===== src/rtl/serial_io_pkg.sv =====
// Shared definitions for the UART poller: port map, register offsets, LSR bits
// and the polling FSM encoding.
package serial_io_pkg;

   localparam logic [15:0] BASE_BT   = 16'h0200;
   localparam logic [15:0] BASE_WIFI = 16'h0210;
   localparam logic [15:0] BASE_USB  = 16'h0220;

   localparam logic [3:0] OFS_RBR_THR = 4'h0;
   localparam logic [3:0] OFS_LSR     = 4'hA;

   localparam int unsigned LSR_DR   = 0;
   localparam int unsigned LSR_OE   = 1;
   localparam int unsigned LSR_THRE = 5;

   typedef enum logic [2:0] {
      IDLE   = 3'd0,
      RD_LSR = 3'd1,
      DECIDE = 3'd2,
      RD_RBR = 3'd3,
      WR_THR = 3'd4,
      GAP    = 3'd5
   } state_t;

   function automatic logic [15:0] port_base(input logic [1:0] sel);
      logic [15:0] base;
      unique case (sel)
         2'd0:    base = BASE_BT;
         2'd1:    base = BASE_WIFI;
         2'd2:    base = BASE_USB;
         default: base = 16'h0000;
      endcase
      return base;
   endfunction

endpackage


===== src/rtl/sync_byte_fifo.sv =====
// Single-clock byte FIFO with a registered head output; a pop frees its slot
// for a same-cycle push, while a push into an empty FIFO is not bypassed.
module sync_byte_fifo #(
   parameter int unsigned DEPTH = 8
) (
   input  logic       i_clk,
   input  logic       i_rst,
   input  logic       i_push,
   input  logic [7:0] i_data,
   input  logic       i_pop,
   output logic [7:0] o_data,
   output logic       o_full,
   output logic       o_empty
);

   localparam int unsigned AW = (DEPTH > 1) ? $clog2(DEPTH) : 1;
   localparam int unsigned CW = AW + 1;

   logic [7:0]    r_mem [DEPTH];
   logic [AW-1:0] r_wr;
   logic [AW-1:0] r_rd;
   logic [CW-1:0] r_count;
   logic [7:0]    r_head;

   logic          w_push;
   logic          w_pop;
   logic [AW-1:0] w_rd_next;
   logic [7:0]    w_head_next;

   assign o_empty   = (r_count == '0);
   assign o_full    = (r_count == CW'(DEPTH));
   assign w_pop     = i_pop && !o_empty;
   assign w_push    = i_push && (!o_full || w_pop);
   assign w_rd_next = w_pop ? r_rd + AW'(1) : r_rd;
   assign o_data    = r_head;

   // Head register follows the slot the read pointer will point at next cycle.
   always_comb begin
      w_head_next = r_mem[w_rd_next];
      if (w_push && (r_wr == w_rd_next)) begin
         w_head_next = i_data;
      end
   end

   always_ff @(posedge i_clk) begin
      if (w_push) begin
         r_mem[r_wr] <= i_data;
      end
   end

   always_ff @(posedge i_clk) begin
      if (i_rst) begin
         r_wr    <= '0;
         r_rd    <= '0;
         r_count <= '0;
         r_head  <= '0;
      end else begin
         if (w_push) begin
            r_wr <= r_wr + AW'(1);
         end
         r_rd    <= w_rd_next;
         r_count <= r_count + CW'(w_push) - CW'(w_pop);
         r_head  <= w_head_next;
      end
   end

endmodule


===== src/rtl/serial_io_poller.sv =====
// Polls one of three 16550-style UARTs over an 8-bit IO window, moving bytes
// between the UART and local RX/TX FIFOs.
module serial_io_poller
   import serial_io_pkg::*;
#(
   parameter int unsigned BUS_WAIT   = 4,
   parameter int unsigned FIFO_DEPTH = 8,
   parameter int unsigned POLL_GAP   = 2
) (
   input  logic        Clock,
   input  logic        Reset_H,
   input  logic        Enable,
   input  logic [1:0]  PortSel,
   input  logic [7:0]  TxData,
   input  logic        TxValid,
   output logic        TxReady,
   output logic [7:0]  RxData,
   output logic        RxValid,
   input  logic        RxReady,
   output logic [15:0] Address,
   output logic        IOSelect_H,
   output logic        ByteSelect_L,
   output logic        WE_L,
   output logic [7:0]  BusWrData,
   input  logic [7:0]  BusRdData,
   output logic        Busy,
   output logic        RxOverrun
);

   localparam int unsigned GAP_LEN   = (POLL_GAP < 1) ? 1 : POLL_GAP;
   localparam logic [7:0]  WAIT_LAST = 8'(BUS_WAIT - 1);
   localparam logic [7:0]  GAP_LAST  = 8'(GAP_LEN - 1);

   state_t     r_state;
   logic [7:0] r_cnt;
   logic [1:0] r_sel;
   logic [7:0] r_lsr;
   logic       r_overrun;

   state_t     w_state_d;
   logic [7:0] w_cnt_d;
   logic [1:0] w_sel_d;
   logic [7:0] w_lsr_d;
   logic       w_overrun_d;
   logic       w_last;
   logic       w_access;
   logic [3:0] w_ofs;
   logic       w_we_l;
   logic       w_rx_push;
   logic       w_tx_pop;
   logic       w_rx_full;
   logic       w_rx_empty;
   logic       w_tx_full;
   logic       w_tx_empty;
   logic [7:0] w_tx_head;

   always_ff @(posedge Clock) begin
      if (Reset_H) begin
         r_state   <= IDLE;
         r_cnt     <= '0;
         r_sel     <= '0;
         r_lsr     <= '0;
         r_overrun <= 1'b0;
      end else begin
         r_state   <= w_state_d;
         r_cnt     <= w_cnt_d;
         r_sel     <= w_sel_d;
         r_lsr     <= w_lsr_d;
         r_overrun <= w_overrun_d;
      end
   end

   // r_cnt counts down the remaining cycles of the current access or gap.
   always_comb begin
      w_state_d   = r_state;
      w_cnt_d     = r_cnt;
      w_sel_d     = r_sel;
      w_lsr_d     = r_lsr;
      w_overrun_d = r_overrun;
      w_access    = 1'b0;
      w_ofs       = OFS_RBR_THR;
      w_we_l      = 1'b1;
      w_rx_push   = 1'b0;
      w_tx_pop    = 1'b0;
      w_last      = (r_cnt == '0);
      unique case (r_state)
         IDLE: begin
            if (Enable && (PortSel != 2'd3)) begin
               w_state_d = RD_LSR;
               w_sel_d   = PortSel;
               w_cnt_d   = WAIT_LAST;
            end
         end
         RD_LSR: begin
            w_access = 1'b1;
            w_ofs    = OFS_LSR;
            if (w_last) begin
               w_lsr_d = BusRdData;
               if (BusRdData[LSR_OE]) begin
                  w_overrun_d = 1'b1;
               end
               if (Enable) begin
                  w_state_d = DECIDE;
               end else begin
                  w_state_d = GAP;
                  w_cnt_d   = '0;
               end
            end else begin
               w_cnt_d = r_cnt - 8'd1;
            end
         end
         DECIDE: begin
            if (!Enable) begin
               w_state_d = GAP;
               w_cnt_d   = '0;
            end else if (r_lsr[LSR_DR] && !w_rx_full) begin
               w_state_d = RD_RBR;
               w_cnt_d   = WAIT_LAST;
            end else if (r_lsr[LSR_THRE] && !w_tx_empty) begin
               w_state_d = WR_THR;
               w_cnt_d   = WAIT_LAST;
            end else begin
               w_state_d = GAP;
               w_cnt_d   = GAP_LAST;
            end
         end
         RD_RBR: begin
            w_access = 1'b1;
            if (w_last) begin
               w_rx_push = 1'b1;
               w_state_d = GAP;
               w_cnt_d   = '0;
            end else begin
               w_cnt_d = r_cnt - 8'd1;
            end
         end
         WR_THR: begin
            w_access = 1'b1;
            w_we_l   = 1'b0;
            if (w_last) begin
               w_tx_pop  = 1'b1;
               w_state_d = GAP;
               w_cnt_d   = '0;
            end else begin
               w_cnt_d = r_cnt - 8'd1;
            end
         end
         GAP: begin
            if (w_last) begin
               w_state_d = IDLE;
            end else begin
               w_cnt_d = r_cnt - 8'd1;
            end
         end
         default: begin
            w_state_d = IDLE;
         end
      endcase
   end

   assign IOSelect_H   = w_access;
   assign ByteSelect_L = !w_access;
   assign WE_L         = w_we_l;
   assign Address      = w_access ? (port_base(r_sel) | {12'h000, w_ofs}) : 16'h0000;
   assign BusWrData    = (r_state == WR_THR) ? w_tx_head : 8'h00;
   assign Busy         = (r_state != IDLE);
   assign RxOverrun    = r_overrun;
   assign TxReady      = !w_tx_full;
   assign RxValid      = !w_rx_empty;

   sync_byte_fifo #(
      .DEPTH (FIFO_DEPTH)
   ) u_rx_fifo (
      .i_clk   (Clock),
      .i_rst   (Reset_H),
      .i_push  (w_rx_push),
      .i_data  (BusRdData),
      .i_pop   (RxReady),
      .o_data  (RxData),
      .o_full  (w_rx_full),
      .o_empty (w_rx_empty)
   );

   sync_byte_fifo #(
      .DEPTH (FIFO_DEPTH)
   ) u_tx_fifo (
      .i_clk   (Clock),
      .i_rst   (Reset_H),
      .i_push  (TxValid),
      .i_data  (TxData),
      .i_pop   (w_tx_pop),
      .o_data  (w_tx_head),
      .o_full  (w_tx_full),
      .o_empty (w_tx_empty)
   );

endmodule

===== config.mk =====
export PLATFORM = sky130hd
export DESIGN_NAME = serial_io_poller
export DESIGN_NICKNAME = d
export VERILOG_FILES = /design/src/rtl/serial_io_pkg.sv /design/src/rtl/sync_byte_fifo.sv /design/src/rtl/serial_io_poller.sv
export SDC_FILE = /design/constraint.sdc
export NUM_CORES = 1
export LEC_CHECK = 0
export CAP_MARGIN = 20
export CELL_PAD_IN_SITES_DETAIL_PLACEMENT = 0
export CELL_PAD_IN_SITES_GLOBAL_PLACEMENT = 1
export CORE_MARGIN = 1.5
export CORE_UTILIZATION = 54
export CTS_BUF_LIST = sky130_fd_sc_hd__clkbuf_8
export DETAILED_ROUTE_END_ITERATION = 7
export PLACE_DENSITY = 0.95
export SETUP_SLACK_MARGIN = 0.1
export SYNTH_ARGS = -nofsm -noshare
export SYNTH_HDL_FRONTEND = slang
export SYNTH_HIERARCHICAL = 1
export SYNTH_SLANG_ARGS = --single-unit

===== constraint.sdc =====
create_clock -name Clock -period 5.4 [get_ports Clock]
set_input_delay 1.08 -clock Clock [delete_from_list [all_inputs] [get_ports Clock]]
set_output_delay 1.08 -clock Clock [all_outputs]
set_load 0.02 [all_outputs]

Yosys cells after proc, flatten, opt, wreduce, memory -nomap -nowiden
Memory sizes are Yosys's and may differ from the RTL's. A register that Yosys moved wholly into a read port is not among the register bits.
Index checks and enable logic that the tools add are counted.

cells by class
  bitwise gates (word level) = 1
  reductions and logical operators = 28
  eq/ne operators = 16
  $add $sub $neg = 9
  muxes and demuxes = 33

operator list
  operator                                                                count
  8-bit 2-to-1 mux                                                        6
  8-bit one-hot mux with 5 select lines                                   1
  10-bit one-hot mux with 3 select lines                                  1
  3-bit 2-to-1 mux                                                        9
  16-bit 2-to-1 mux                                                       1
  16-bit by 4-bit bitwise OR with 16-bit output                           1
  3-bit one-hot mux with 5 select lines                                   1
  3-bit by 1-bit adder with 3-bit output (second input constant)          4
  1-bit 2-to-1 mux                                                        10
  2-bit inequality test (second input constant)                           5
  4-bit by 1-bit adder with 4-bit output                                  2
  4-bit equality test (second input constant)                             2
  4-bit logical NOT                                                       2
  8-bit logical NOT                                                       1
  4-bit AND reduction                                                     2
  4-bit by 1-bit subtractor with 4-bit output                             2
  8-bit by 1-bit subtractor with 8-bit output (second input constant)     1
  1-bit logical AND                                                       7
  3-bit by 2-bit equality test with 1-bit output (second input constant)  2
  3-bit equality test (second input constant)                             2
  2-bit 2-to-1 mux                                                        3
  1-bit logical NOT                                                       5
  5-bit nonzero test                                                      1
  4-bit 2-to-1 mux                                                        1
  other kinds (13)                                                        15

word-level totals
  logic and storage cells = 100
  output and inout bits = 39
  memories kept = 2
  flip-flop bits (word level) = 40
  memory bits (writable) = 128
  input port bits = 23

memories
  memory           words  bits a word  read ports  clocked after Yosys merged registers in  write ports  line                  RTL
  u_rx_fifo.r_mem  8      8            1           1                                        1            sync_byte_fifo.sv:19  logic [7:0] r_mem [DEPTH];
  u_tx_fifo.r_mem  8      8            1           1                                        1            sync_byte_fifo.sv:19

Logic depth before layout (Yosys ltp)
  word-level depth = 8
  gate-level depth with buffers = 15

By module
The synthesis kept the hierarchy.

by module, submodules not included
  module            sequential area each (µm²)  area each (µm²)  instances  cells each
  sync_byte_fifo    2282.2                      4056.4           2          307
  serial_io_poller  320.3                       1209.9           1          160

Least setup slack after synthesis
OpenSTA, ideal clock, no wires.

  path type = reg-to-reg
  start = reg r_cnt[0]
  end = reg u_tx_fifo.r_count[2]
  path buffers = 1
  data arrival time = 2.874 ns
  setup time = 0.129 ns
  setup slack = 2.397 ns
  data required time = 5.271 ns
  period minus slack after synthesis = 3.003 ns
  cell stages (with the launch flop) = 15
  path through = dfxtp_1 -> inv_1 -> ha_1 -> nor4b_2 -> nand2_1 -> nor2_1 -> and2_1 -> buf_2 -> nand2b_1 -> nand2_1 -> ha_1 -> inv_1 -> fa_1 -> xor2_1 -> nor2_1

on the way
  cells in the longest elaborated chain, start to end = 8

ends and longest elaborated chain
  item                                           line                     RTL
  start: declaration                             serial_io_poller.sv:35   logic [7:0] r_cnt;
  start signal: assignment                       serial_io_poller.sv:66   r_cnt <= w_cnt_d;
  8-bit logical NOT *                            serial_io_poller.sv:85   w_last = (r_cnt == '0);
  1-bit 2-to-1 mux *                             serial_io_poller.sv:140  if (w_last) begin
  1-bit 2-to-1 mux *                             serial_io_poller.sv:86   unique case (r_state)
  net w_tx_pop                                   serial_io_poller.sv:50   logic w_tx_pop;
  1-bit logical AND *                            sync_byte_fifo.sv:32     assign w_pop = i_pop && !o_empty;
  1-bit logical OR                               sync_byte_fifo.sv:33     assign w_push = i_push && (!o_full || w_pop);
  1-bit logical AND                              sync_byte_fifo.sv:33
  4-bit by 1-bit adder with 4-bit output         sync_byte_fifo.sv:62     r_count <= r_count + CW'(w_push) - CW'(w_pop);
  4-bit by 1-bit subtractor with 4-bit output *  sync_byte_fifo.sv:62
  end signal: assignment                         sync_byte_fifo.sv:62
  end: declaration                               sync_byte_fifo.sv:22     logic [CW-1:0] r_count;

The timed path passes the listed nets; every way through them passes the cells marked *.
A chain may end at the register's enable or synchronous reset.

Final worst setup path
  start = reg r_state[0]
  end = out Address[4]

on the way
  cells in the longest elaborated chain, start to end = 4
  elaborated cells between the ends (all ways) = 6
  classes of those cells = 3 x eq/ne; 2 x mux; 1 x reduce/logical

ends and longest elaborated chain
  item                                         line                     RTL
  start: declaration                           serial_io_poller.sv:34   state_t r_state;
  start signal: assignment                     serial_io_poller.sv:65   r_state <= w_state_d;
  3-bit equality test (tied with other cells)  serial_io_poller.sv:86
  3-bit OR reduction (no source line) *        --
  1-bit 2-to-1 mux *                           serial_io_poller.sv:86
  16-bit 2-to-1 mux *                          serial_io_poller.sv:164  assign Address = w_access ? (port_base(r_sel) | {12'h000, w_ofs}) : 16'h0000;
  end: declaration                             serial_io_poller.sv:20   output logic [15:0] Address,

Every way passes the cells marked *; elsewhere a longest branch is shown, timed or not.

==> summary.md <==
| Metric | Value |
|---|---|
| DRT antenna net count | `0` |
| Power per cell area | `436.1 mW/mm^2` |
| ANT cells | `0` |
| Non-filler cells, final | `between 1000 and 1500` |
| Slowest CP cell | `clkdlybuf4s50_1` |
| Hold crit path type | `reg2reg` |
| P_int | `~2.9 mW` |
| Largest net degree at the start of global routing | `55` |
| Crit path to | `Address[4]` |
| Fraction of registers with async set/reset | `0%` |
| Reg2reg setup slack | `roughly 1.5 ns` |
| Worst-path clk slew | `0.09 ns` |
| CP max FO | `17` |
| Fraction of power consumed by sequential logic | `40.2%` |
| Arrival time worst endpoint | `about 2.8 ns` |
| WL met3 | `a little under 800 um` |
| Comb pwr share | `between 30% and 40%` |
| Post-Syn Instances | `774` |
| RR Startpoint | `r_cnt[0]` |
| Total leakage power | `3.379 nW` |
| Status | `finished clean` |
| Critical Path RT | `4.32 ns` |
| Layout cells sized above 1 | `about 9%` |
| Setup TNS | `0 ns` |
| Max Slew Vio Count | `0` |
| Net count, final | `841` |
| Post-DP Area | `0.009873 mm^2` |
| Design area | `0.01032 mm^2` |
| Wire length on met2 | `around 10 mm` |
| Antenna violations before repair | `0` |
| Maximum vdd drop | `approximately 0.39 mV` |
| Via density | `5.989` |
| WHS | `0.4595 ns` |
| Sw Share | `between 30% and 40%` |
| Util after Layout | `slightly above 60%` |
| Post-synthesis sequential area ratio | `52.40%` |
| Worst-Skew Late Latency | `~0.47 ns` |
| Vias after detailed routing | `approximately 6200` |
| Final Hold Fails | `0` |
| Site Rows | `47` |
| Kind of critical path | `reg2out` |
| Commonest non-fill, non-tap cell in the layout | `edfxtp_1` |
| Final WS setup | `around 1.5 ns` |
| # DRC | `0` |
| Layout area overhead | `10.71%` |
| Register Area | `around 0.0049 mm^2` |
| H-Tree Depth | `4` |
| I/O pin count | `slightly above 60` |
| Reg-to-Reg End | `u_tx_fifo/o_data[6]` |
| FF+latch count, synth | `180` |
| Clock Tree Root | `clkbuf_8` |
| Distinct cell type count after synthesis | `59` |
| Die W | `approximately 130 um` |
| Final setup violation count | `0` |
| GRT Resource Usage Total | `22.34%` |
| DR pass1 iterations | `5` |
| Critical path origin | `r_state[0]` |
| Starting Density | `between 50% and 60%` |
| Gpl congestion | `0.8319` |
| Design Power | `4.501 mW` |
| Port Buffer Count | `50` |
| Vias in the first global route | `6276` |
| Die Y | `between 100 and 150 um` |
| Worst-margin pin slew | `roughly 1.1 ns` |
| CTS resizes | `0` |
| Commonest cells after routing, fill and taps aside | `edfxtp_1 (128), mux2i_1 (100), nor2_1 (53)` |
| WL met1 | `8.179 mm` |
| TritonCTS Sinks | `180` |
| Relative slew margins | `25.60%` |
| Top Layer Used | `met4` |
| Max Cap Viol | `0` |
| Avg Cell Area, Syn | `between 10 and 15 um^2` |
| First-pass GRT wire length | `31.26 mm` |
| RSZ-0062 raised after global routing | `false` |
| Iter 0 DRT Violations | `around 470` |
| R2r worst-path depth | `11` |
| Bufs on Longest Clock Path | `2` |
| Area taken by multi-input logic gates | `0.004085 mm^2` |
| Worst slack at placement | `between 1.5 and 2 ns` |
| EDFF count, synth | `128` |
| Top FF cell, synth | `edfxtp_1` |
| Dpl hpwl | `about 13 mm` |
| Cell Chain, Critical Path | `nor2_1 > a21oi_1 > nor3b_1 > clkdlybuf4s50_1` |
| Post-CTS setup repair buffer count | `0` |
| Fill cells | `approximately 1300` |
| Critical path launch point type | `flip-flop` |
| Fmax | `0.2584 GHz` |
| Post-Syn Area | `0.009323 mm^2` |
| CTS tree | `built` |
| Hold_buf cts | `0` |
| WL per Instance | `18.72 um` |
| Psw | `1.622 mW` |
| Routed WL | `between 15 and 20 mm` |
| Final worst-path cycle share | `between 70 and 80%` |
| Critical Path End Type | `output port` |
| GRT Residual Overflow | `0` |
| Yosys Warn Count | `6` |
| Core box area | `~0.017 mm^2` |
| Clock network power share | `21.5%` |
| Clock Skew | `~0.016 ns` |
| Crit-path max cell delay | `between 0.6 and 0.7 ns` |
| Die area | `between 0.015 and 0.02 mm^2` |
| TritonCTS Buffers | `17` |
| Inst Count DP | `1001` |
| Final min period | `3.870 ns` |
[worst min-delay path by stage]
stage | startpoint | to | slack, ns | depth (start not counted)
6_report | r_lsr[5] | r_lsr[5] | 0.46 | 2
5_1_grt | r_lsr[5] | r_lsr[5] | 0.51 | 2
4_1_cts | r_lsr[5] | r_lsr[5] | 0.46 | 2
3_5_place_dp | r_lsr[5] | r_lsr[5] | 0.45 | 2
3_3_place_gp | r_lsr[5] | r_lsr[5] | 0.44 | 2
2_1_floorplan | r_lsr[5] | r_lsr[5] | 0.43 | 2
[state kept, by name, summed over array words and instances, names as in the netlist, 4 cells and up]
register           flops
u_rx_fifo/r_mem       64
u_tx_fifo/r_mem       64
u_rx_fifo/r_count      4
u_tx_fifo/r_count      4
u_tx_fifo/o_data       8
r_cnt                  8
u_rx_fifo/o_data       8
[synth_stat cells (all sizes together), types with 9 or more instances]
cell type | number | area share (%)
nor4 | 17 | 1.6
mux2i | 100 | 11
mux4 | 20 | 4.8
dfxtp | 52 | 11
o21ai | 9 | 0.48
inv | 20 | 0.81
nand2 | 32 | 1.3
nor2b | 49 | 3.3
a211oi | 50 | 4.0
nor2 | 53 | 2.1
clkbuf | 26 | 1.0
ha | 15 | 2.0
nor3 | 29 | 1.8
a21oi | 19 | 1.0
nand2b | 15 | 1.0
edfxtp | 128 | 41
and3 | 11 | 0.74
buf | 35 | 2.3
[cell families after synthesis]
kind of cell / count (synthesis) / share of synthesized area (%)
buffers and inverters: 81 / 4.187
other: 1 / 0.04022
AND/OR/NAND/NOR: 242 / 14.78
flip-flops: 180 / 52.40
AO/OA/AOI/OAI: 119 / 8.979
multiplexers: 120 / 15.57
adder cells (fa/ha/maj): 17 / 2.443
XOR/XNOR: 14 / 1.610
[worst max-delay path, delay by kind of cell, from the launching register on]
family / cells / cell delay, ns
buffers and inverters: 1 / 0.65
AND/OR/NAND/NOR: 2 / 0.88
AO/OA/AOI/OAI: 1 / 0.32
flip-flops: 1 / 0.47
[layer usage]
layer	global-route usage (%)	vias to the layer above
met2	39.80	157
met5	0	-
li1	-	2956
met3	4.119	25
met1	27.19	3055
met4	7.885	0
[final cells by class]
| cell class | instances | share of cell area [%] |
|---|---|---|
| Tap cell | 220 | 2.667 |
| Clock inverter | 12 | 1.479 |
| Sequential cell | 180 | 47.35 |
| Clock buffer | 20 | 2.667 |
| Multi-Input combinational cell | 523 | 39.58 |
| Inverter | 20 | 0.7274 |
| Timing Repair Buffer | 59 | 5.528 |
[power groups by stage]
| stage | clock network [mW] | registers [mW] | logic (mW) |
|---|---|---|---|
| 6_report | 0.966 | 1.81 | 1.72 |
| 5_1_grt | 1.03 | 1.83 | 1.88 |
| 4_1_cts | 0.981 | 1.81 | 1.72 |
| 3_5_place_dp | 0 | 1.84 | 1.71 |
| 3_3_place_gp | 0 | 1.83 | 1.65 |
| 2_1_floorplan | 0 | 1.76 | 1.34 |
(Power assumes the default switching activity.)
==> variant: new RTL, same flow settings <==
Put one more register stage on the output `RxOverrun`. The value now appears one clock later. The other outputs are not delayed to match.
--- a/src/rtl/serial_io_poller.sv
+++ b/src/rtl/serial_io_poller.sv
@@ -165,5 +165,7 @@
    assign BusWrData    = (r_state == WR_THR) ? w_tx_head : 8'h00;
    assign Busy         = (r_state != IDLE);
-   assign RxOverrun    = r_overrun;
+   always_ff @(posedge Clock) begin
+      RxOverrun <= r_overrun;
+   end
    assign TxReady      = !w_tx_full;
    assign RxValid      = !w_rx_empty;
Check against the original RTL: not equivalent (a bounded check fails within 10 cycles, from zero or initial values and one cycle with Reset_H high).
==> variant against the original RTL <==
Setup slack worse by 140 ps. Cell area about the same. Sequential cell count up 1. Routed wire length grew 4.2%. Global-route usage is 0.71 points higher. Power shrank 0.32%. Sequential power shrank 3%. Register-to-register slack worse by 150 ps. Fmax down 3.5%. Synthesized area grew 0.21%. Worst hold slack got worse by 97 ps. Largest cell class unchanged. Largest power group is now combinational cells.
==> variant: results (changes against the original RTL) <==
grt_pass1_wl_um: 32100  # +2.7%
p_leak_uw: 0.003385  # +0.19%
drt_iter0_markers: 610  # +29%
synth_area_leaders: "edfxtp_1 (41%), dfxtp_1 (11%), mux2i_1 (11%), mux4_2 (4.8%), a211oi_1 (4.0%)"
drive_gt1_share_pct: 9.535  # +0.44 points
worstPathArrival_ps: 4410  # +1620 ps
dpl-instance-area_um2: 9921  # +0.48%
hpwl_um: 13700  # +6.8%
drt_pre_antenna_iters: 5  # unchanged
fin_skew_ps: 18.71  # +2.904 ps
synth_edf_count: 128  # unchanged
cpMaxStageDelayCell: "nor4_4"
pg_comb_uw: 1820  # +6%
ys_types: 59  # unchanged
peakVddDrop_mv: 0.2358  # -39%
ff2ff_setup_slack_ps: 1390  # -150 ps
gp_congestion: 0.8559  # +2.9%
synth_mux_area_share_pct: 15.54  # -0.033 points
worst_path_largest_cell_delay_ps: 700  # +50 ps
hold_end: "RxOverrun$_DFF_P_"
power_density_nw_per_um2: 434.4  # -0.39%
pg_seq_uw: 1760  # -3%
setup.worst_path.start: "r_cnt[0]$_SDFFE_PP0P_"
drt-vias-per-instance: 6.117  # +2.1%
path_max_fanout: 15  # -2
crit_path_end: "u_tx_fifo/o_data[5]$_SDFF_PP0_"
hold_path_startpoint: "r_overrun$_SDFFE_PP0P_"
intPower_uw: 2787  # -3.2%
grt_max_degree: 55  # unchanged
synth_compound_gate_area_share_pct: 8.959  # -0.019 points
synthCells: 775  # +0.13%
synthXorXnorAreaFrac_pct: 1.607  # -0.0035 points
slew_headroom_pct: 31.54  # +5.9 points
synth_common_cells: "edfxtp_1 (128), mux2i_1 (100), dfxtp_1 (53), nor2_1 (53), a211oi_1 (50)"
synth-seq-area-share_pct: 52.50  # +0.10 points
synth_fa_ha_area_share_pct: 2.437  # -0.0052 points
finalCriticalPeriod_ps: 4010  # +140.2 ps
nNetsFinal: 845  # +0.48%
grtUsageTotal_pct: 23.06  # +0.71 points
nFillCells: 1257  # -2.0%
wirelength_um: 20180  # +4.2%
placedCellCount: 1005  # +0.40%
dr_total_vias: 6349  # +2.5%
outcome: "finished clean"
cts_resized: 0  # unchanged
hold_depth: 0  # -2
path_clk_slew_ps: 100
[variant: cell types whose count changed in the layout (fill, tap and decap cells not counted), sizes merged]
cell and delta:
dfxtp +1, buf +3, clkinv -3, bufinv -2, inv +9, clkbuf -3
clkinvlp -1
[variant: per-layer routing]
metal / global-route usage [%] / part of all wire (%) / up-vias
met5: 0 / 0 / -
met4: 9.319 / 2.3 / 0
met3: 3.716 / 4.0 / 36
met2: 40.60 / 52 / 185
met1: 28.41 / 41 / 3161
li1: - / - / 2967
[variant: through the flow]
step           hold WS (ps)  worst slack, ps  util (%)
5_1_grt               371.0             1049     61.63
3_3_place_gp          344.5             1652     59.19
4_1_cts               362.4             1471     61.51
3_5_place_dp          348.1             1515     59.19
6_report              362.0             1390     61.63
2_1_floorplan         331.3             2397         -
[variant: final cells by class]
class	instances	area share, %
multi-input combinational	523	39.55
tap	220	2.665
clock buffer	17	2.265
clock inverter	15	1.490
timing repair buffer	62	5.790
sequential	181	47.51
inverter	20	0.7268
